[src/rtl/text_mode_pkg.sv]
// text_mode_pkg: shared text-mode geometry and text-RAM address width
package text_mode_pkg;
   localparam int COLS = 80;
   localparam int ROWS = 30;
   localparam int CELL_W = 8;
   localparam int CELL_H = 16;
   localparam int H_MAX = 799;
   localparam int V_MAX = 524;
   localparam int H_DISPLAY = 640;
   localparam int V_DISPLAY = 480;
   localparam int ADDR_W = 12;
   typedef logic [ADDR_W-1:0] addr_t;
endpackage

[src/rtl/text_addr_gen.sv]
// text_addr_gen: video fetch slot, fetch address and upcoming-cell visibility from the beam position
module text_addr_gen #(
   parameter int COLS = text_mode_pkg::COLS,
   parameter int CELL_W = text_mode_pkg::CELL_W,
   parameter int CELL_H = text_mode_pkg::CELL_H,
   parameter int H_MAX = text_mode_pkg::H_MAX,
   parameter int V_MAX = text_mode_pkg::V_MAX,
   parameter int H_DISPLAY = text_mode_pkg::H_DISPLAY,
   parameter int V_DISPLAY = text_mode_pkg::V_DISPLAY
) (
   input  logic [9:0] hpos,
   input  logic [9:0] vpos,
   output logic slot,
   output text_mode_pkg::addr_t addr,
   output logic vis
);
   localparam int CB = $clog2(CELL_W);
   localparam int RB = $clog2(CELL_H);
   localparam int AW = text_mode_pkg::ADDR_W;
   logic [9:0] next_line;
   logic in_line, col0;
   logic [8-RB:0] row;
   logic [9-CB:0] col;
   always_comb begin
      next_line = (vpos == 10'(V_MAX)) ? 10'd0 : vpos + 10'd1;
      in_line = hpos[CB-1:0] == CB'(CELL_W / 2) && hpos < 10'(H_DISPLAY - CELL_W);
      // column 0 of the next line is prefetched in the tail of horizontal blanking
      col0 = hpos == 10'(H_MAX - 3) && next_line < 10'(V_DISPLAY);
      slot = in_line | col0;
      row = col0 ? next_line[8:RB] : vpos[8:RB];
      col = col0 ? '0 : hpos[9:CB] + (10 - CB)'(1);
      addr = AW'(row) * AW'(COLS) + AW'(col);
      vis = (hpos == 10'(H_MAX)) ? next_line < 10'(V_DISPLAY)
                                 : (hpos + 10'd1 < 10'(H_DISPLAY)) && vpos < 10'(V_DISPLAY);
   end
endmodule

[src/rtl/text_fetch_scheduler.sv]
// text_fetch_scheduler: arbitrates text RAM between video prefetch and host, and drives the character stream
module text_fetch_scheduler #(
   parameter int COLS = text_mode_pkg::COLS,
   parameter int ROWS = text_mode_pkg::ROWS,
   parameter int CELL_W = text_mode_pkg::CELL_W,
   parameter int CELL_H = text_mode_pkg::CELL_H,
   parameter int H_MAX = text_mode_pkg::H_MAX,
   parameter int V_MAX = text_mode_pkg::V_MAX
) (
   input  logic clk,
   input  logic reset,
   input  logic [9:0] hpos,
   input  logic [9:0] vpos,
   input  logic host_req,
   input  logic host_we,
   input  logic [11:0] host_addr,
   input  logic [7:0] host_wdata,
   output logic host_ack,
   output logic [7:0] host_rdata,
   output logic [11:0] mem_addr,
   output logic mem_we,
   output logic [7:0] mem_wdata,
   input  logic [7:0] mem_rdata,
   output logic [7:0] char_code,
   output logic char_valid
);
   localparam int CB = $clog2(CELL_W);
   logic slot, vis, vid, accept;
   text_mode_pkg::addr_t fetch_addr;
   logic slot_q, ack_q, rd_q, valid_q;
   logic [7:0] fetch_buf, rd_hold, code_q;
   text_addr_gen #(
      .COLS(COLS), .CELL_W(CELL_W), .CELL_H(CELL_H), .H_MAX(H_MAX), .V_MAX(V_MAX),
      .H_DISPLAY(COLS * CELL_W), .V_DISPLAY(ROWS * CELL_H)
   ) u_addr_gen (
      .hpos(hpos), .vpos(vpos), .slot(slot), .addr(fetch_addr), .vis(vis)
   );
   // reset masks outputs in the same cycle so a pending ack or write never escapes
   always_comb begin
      vid = slot & ~reset;
      host_ack = ack_q & ~reset;
      accept = host_req & ~slot & ~host_ack & ~reset;
      host_rdata = reset ? 8'd0 : (host_ack & rd_q) ? mem_rdata : rd_hold;
      mem_addr = vid ? fetch_addr : accept ? host_addr : 12'd0;
      mem_we = accept & host_we;
      mem_wdata = accept ? host_wdata : 8'd0;
      char_code = reset ? 8'd0 : code_q;
      char_valid = valid_q & ~reset;
   end
   always_ff @(posedge clk) begin
      if (reset) begin
         slot_q <= 1'b0;
         ack_q <= 1'b0;
         rd_q <= 1'b0;
         fetch_buf <= 8'd0;
         rd_hold <= 8'd0;
         code_q <= 8'd0;
         valid_q <= 1'b0;
      end else begin
         slot_q <= vid;
         ack_q <= accept;
         rd_q <= accept & ~host_we;
         if (slot_q) fetch_buf <= mem_rdata;
         if (host_ack & rd_q) rd_hold <= mem_rdata;
         if (hpos[CB-1:0] == '1) begin
            valid_q <= vis;
            code_q <= vis ? fetch_buf : 8'd0;
         end
      end
   end
endmodule

[config.mk]
export PLATFORM = sky130hd
export DESIGN_NAME = text_fetch_scheduler
export DESIGN_NICKNAME = d
export VERILOG_FILES = /design/src/rtl/text_mode_pkg.sv /design/src/rtl/text_addr_gen.sv /design/src/rtl/text_fetch_scheduler.sv
export SDC_FILE = /design/constraint.sdc
export NUM_CORES = 1
export LEC_CHECK = 0
export BUFFER_PORTS_ARGS = -buffer_cell sky130_fd_sc_hd__buf_4
export CORE_MARGIN = 4
export CORE_UTILIZATION = 44
export DETAILED_ROUTE_END_ITERATION = 8
export GPL_TIMING_DRIVEN = 0
export HOLD_SLACK_MARGIN = 0.03
export PLACE_DENSITY = 0.77
export SLEW_MARGIN = 0
export SYNTH_ARGS = -nofsm -noshare
export SYNTH_HDL_FRONTEND = slang
export SYNTH_SLANG_ARGS = --single-unit
[constraint.sdc]
create_clock -name clk -period 4.75 [get_ports clk]
set_input_delay 0.475 -clock clk [delete_from_list [all_inputs] [get_ports clk]]
set_output_delay 0.475 -clock clk [all_outputs]
set_load 0.02 [all_outputs]
==> results.py <==
metrics = {
    "clock_tree": {
        "cts-root-buf": "clkbuf_8",
        "cts_tree": "yes",
        "insertion_delay_ps": 270,
        "cts_hold_buf": 0,
        "cts_buffers": 3,
        "h-tree-depth": 1,
        "cts_buffer_depth": 2,
        "path_clk_slew_ps": 90,
        "cts_sinks": 28,
    },
    "timing": {
        "finalMaxSlewViolations": 0,
        "worst_slack_ps": 3.97,
        "finalCritPeriodShare": 0.999,
        "clock_skew_ps": 3.67,
        "holdWs_ps": 357,
        "fin_crit_ps": 4750,
        "fmax_mhz": 211,
        "tightest_slew_ps": 1240,
        "finalHoldViolations": 0,
        "max_slew_margin": 0.172,
        "setup_viol": 0,
        "fin_tns_setup_ps": 0,
        "rsz0062_at_grt": "yes",
    },
    "worst_setup_path": {
        "cpMaxStageDelayCell": "or4_4",
        "critPathLaunchType": "input port",
        "path_cells": "buf_8 -> nor4_4 -> nand4_1 -> and3_4 -> or4_4 -> nor3_4 -> xor2_1 -> ha_1 -> ha_4 -> fa_1 -> o211ai_1 -> o311ai_1 -> a21oi_1 -> xnor2_1 -> a22o_1 -> buf_6",
        "path_class": "input port to output port",
        "critPathMaxFanout": 4,
        "arrival_ps": 4270,
        "cp_data_required_time_ps": 4280,
        "slowest_delay_ps": 590,
        "end_kind": "output port",
    },
    "synthesis": {
        "netlist_area_mm2": 0.00215,
        "netlist.area_leader.share": 0.261,
        "ys.flop_type": "dfxtp_1",
        "ys_seq_elements": 28,
        "async_flop_share": 0,
        "synth_fp_nets": 345,
        "avgSynthCellArea_um2": 7.65,
        "synth_area_leaders": "dfxtp_1, nand3_1, nand2_1",
        "synth_edf_count": 0,
        "yosysWarnings": 0,
        "yosysTopAreaCell": "dfxtp_1",
        "yosysSeqAreaShare": 0.261,
        "netlist_instances": 281,
        "synth_cell_type_count": 43,
    },
    "floorplanning": {
        "io_pins": 91,
        "rows": 25,
        "die_area_mm2": 0.00607,
        "core-area_mm2": 0.00472,
        "die_h_um": 77.9,
        "die_width_um": 77.9,
        "start_util": 0.455,
    },
    "cells_and_area": {
        "nets": 453,
        "areaGrowthSynthToFinish_pct": 48.3,
        "fin_util": 0.675,
        "multi_input_comb_area_mm2": 0.00162,
        "drive_gt1_frac": 0.325,
        "insertedDiodeCount": 0,
        "nFillCells": 396,
        "fin_cells": 455,
        "finish.instance_area_mm2": 0.00319,
        "seq_area_um2": 561,
    },
    "routing": {
        "antenna_left": 0,
        "routedWlPerCell_um": 15.3,
        "routed_wl_mm": 6.97,
        "drt-pass1-iter-count": 4,
        "drt_iter0_drc": 207,
        "via_count": 2515,
        "drc": 0,
        "viasPerCell": 5.53,
    },
    "run": {
        "cap_violations": 0,
    },
    "grt": {
        "grt_pass1_wl_mm": 11.1,
        "grt_pass1_vias": 2436,
        "grt_usage": 0.221,
        "gr-total-overflow": 0,
        "antenna_found_initial": 0,
        "grt_max_degree": 16,
    },
    "power_and_ir_drop": {
        "leakage_nw": 1.31,
        "swShare": 0.301,
        "seqPwrFrac": 0.415,
        "p_switching_mw": 0.174,
        "comb_power_share": 0.337,
        "power_mw": 0.576,
        "ir_worst_vdd_mv": 0.167,
        "power_frac_clock": 0.249,
        "p_per_area_mw_per_mm2": 181,
        "power.internal_mw": 0.403,
    },
    "placement": {
        "port-buffer-count": 87,
        "gp_congestion": 0.929,
        "dp.cells": 435,
        "placed_cell_area_mm2": 0.00289,
        "place_hpwl_mm": 5.11,
        "post-place-ws_ps": -481,
    },
    "outcome": {
        "status": "completed",
    },
    "worst_hold_path": {
        "hold_class": "input port to flip-flop",
    },
}
==> layout make-up <==
cell class              instances  area share
plain buffers                  16      0.0204
repair buffers                103       0.247
clock buffers                   4      0.0173
multi-input cells             232       0.507
inverters                       5     0.00589
flip-flops and latches         28       0.176
well taps                      67      0.0263
==> registers in the layout (all words and copies together) (netlist names) <==
name       count
rd_hold        8
rd_q           1
code_q         8
fetch_buf      8
valid_q        1
slot_q         1
ack_q          1
==> path summary, 6_finish.rpt <==
check                                        start                  to  slack (ps)  cells after the start
worst min-delay path                       host_we     rd_q$_SDFF_PP0_         360                      2
worst max register to register    ack_q$_SDFF_PP0_    ack_q$_SDFF_PP0_        2170                      3
worst min register to register  rd_hold[4]$_DFF_P_  rd_hold[4]$_DFF_P_         460                      2
worst max-delay path                       vpos[6]        mem_addr[10]           4                     16
==> critical path: cells and delay by family <==
kind                     cells  cell delay (ps)
buffers and inverters        2              230
adder cells (fa/ha/maj)      3             1000
XOR/XNOR                     2              360
AND/OR/NAND/NOR              5             1440
AO/OA/AOI/OAI                4              770
==> placed cells by master (no fill, tap or decap), types with 8 or more instances in the layout <==
| cell | instances |
|---|---|
| dfxtp_1 | 28 |
| nor2_1 | 11 |
| a31oi_1 | 10 |
| ha_1 | 8 |
| nor2b_1 | 16 |
| nand2_1 | 35 |
| nand3_1 | 28 |
| buf_4 | 101 |
| and2_1 | 9 |
| xor2_1 | 10 |
| a21oi_1 | 16 |
| clkbuf_1 | 14 |
| mux2i_1 | 11 |
==> logic make-up (layout without fill, tap and decap cells) <==
| logic type | count (synthesis) | in the layout | share of synthesized area |
|---|---|---|---|
| XOR/XNOR | 15 | 15 | 0.0611 |
| AO/OA/AOI/OAI | 57 | 57 | 0.175 |
| flip-flops | 28 | 28 | 0.261 |
| adder cells (fa/ha/maj) | 12 | 12 | 0.0768 |
| buffers and inverters | 21 | 128 | 0.0378 |
| AND/OR/NAND/NOR | 137 | 137 | 0.337 |
| multiplexers | 11 | 11 | 0.0512 |
==> power by group through the flow <==
stage | clock [mW] | sequential (mW) | combinational, mW
after detailed placement | 0 | 0.244 | 0.174
after global routing | 0.155 | 0.239 | 0.212
final | 0.143 | 0.239 | 0.194
after CTS | 0.146 | 0.239 | 0.182
after global placement | 0 | 0.244 | 0.171
after floorplan | 0 | 0.244 | 0.0990
==> cells in the mapped netlist, types with 2 or more instances <==
cell / instances
ha_1: 10
and4_1: 3
nor3_1: 7
a21oi_1: 17
o311ai_0: 4
nand2_1: 35
dfxtp_1: 28
nor3b_1: 2
inv_1: 5
nand3_1: 29
xor2_1: 10
a31oi_1: 10
and3_1: 4
xnor2_1: 5
nor2_1: 11
o31ai_1: 7
nand2b_1: 3
and2_1: 9
a22o_1: 4
nor2b_1: 18
o21ai_0: 5
nand4_1: 5
or4_1: 3
clkbuf_1: 14
o21a_1: 2
nor4_1: 3
mux2i_1: 11
fa_1: 2
==> repair_timing <==
action,4_1_cts,5_1_grt
pin swaps,8,16
gates resized for setup,14,16
endpoints found under the setup margin,3,3
buffers inserted,12,5
==> per-layer routing <==
layer	share of wire	track usage
met1	0.42	0.275
met2	0.48	0.376
met3	0.081	0.0499
met4	0.015	0.0699
met5	0	0
Power figures use the tool's default switching activity.
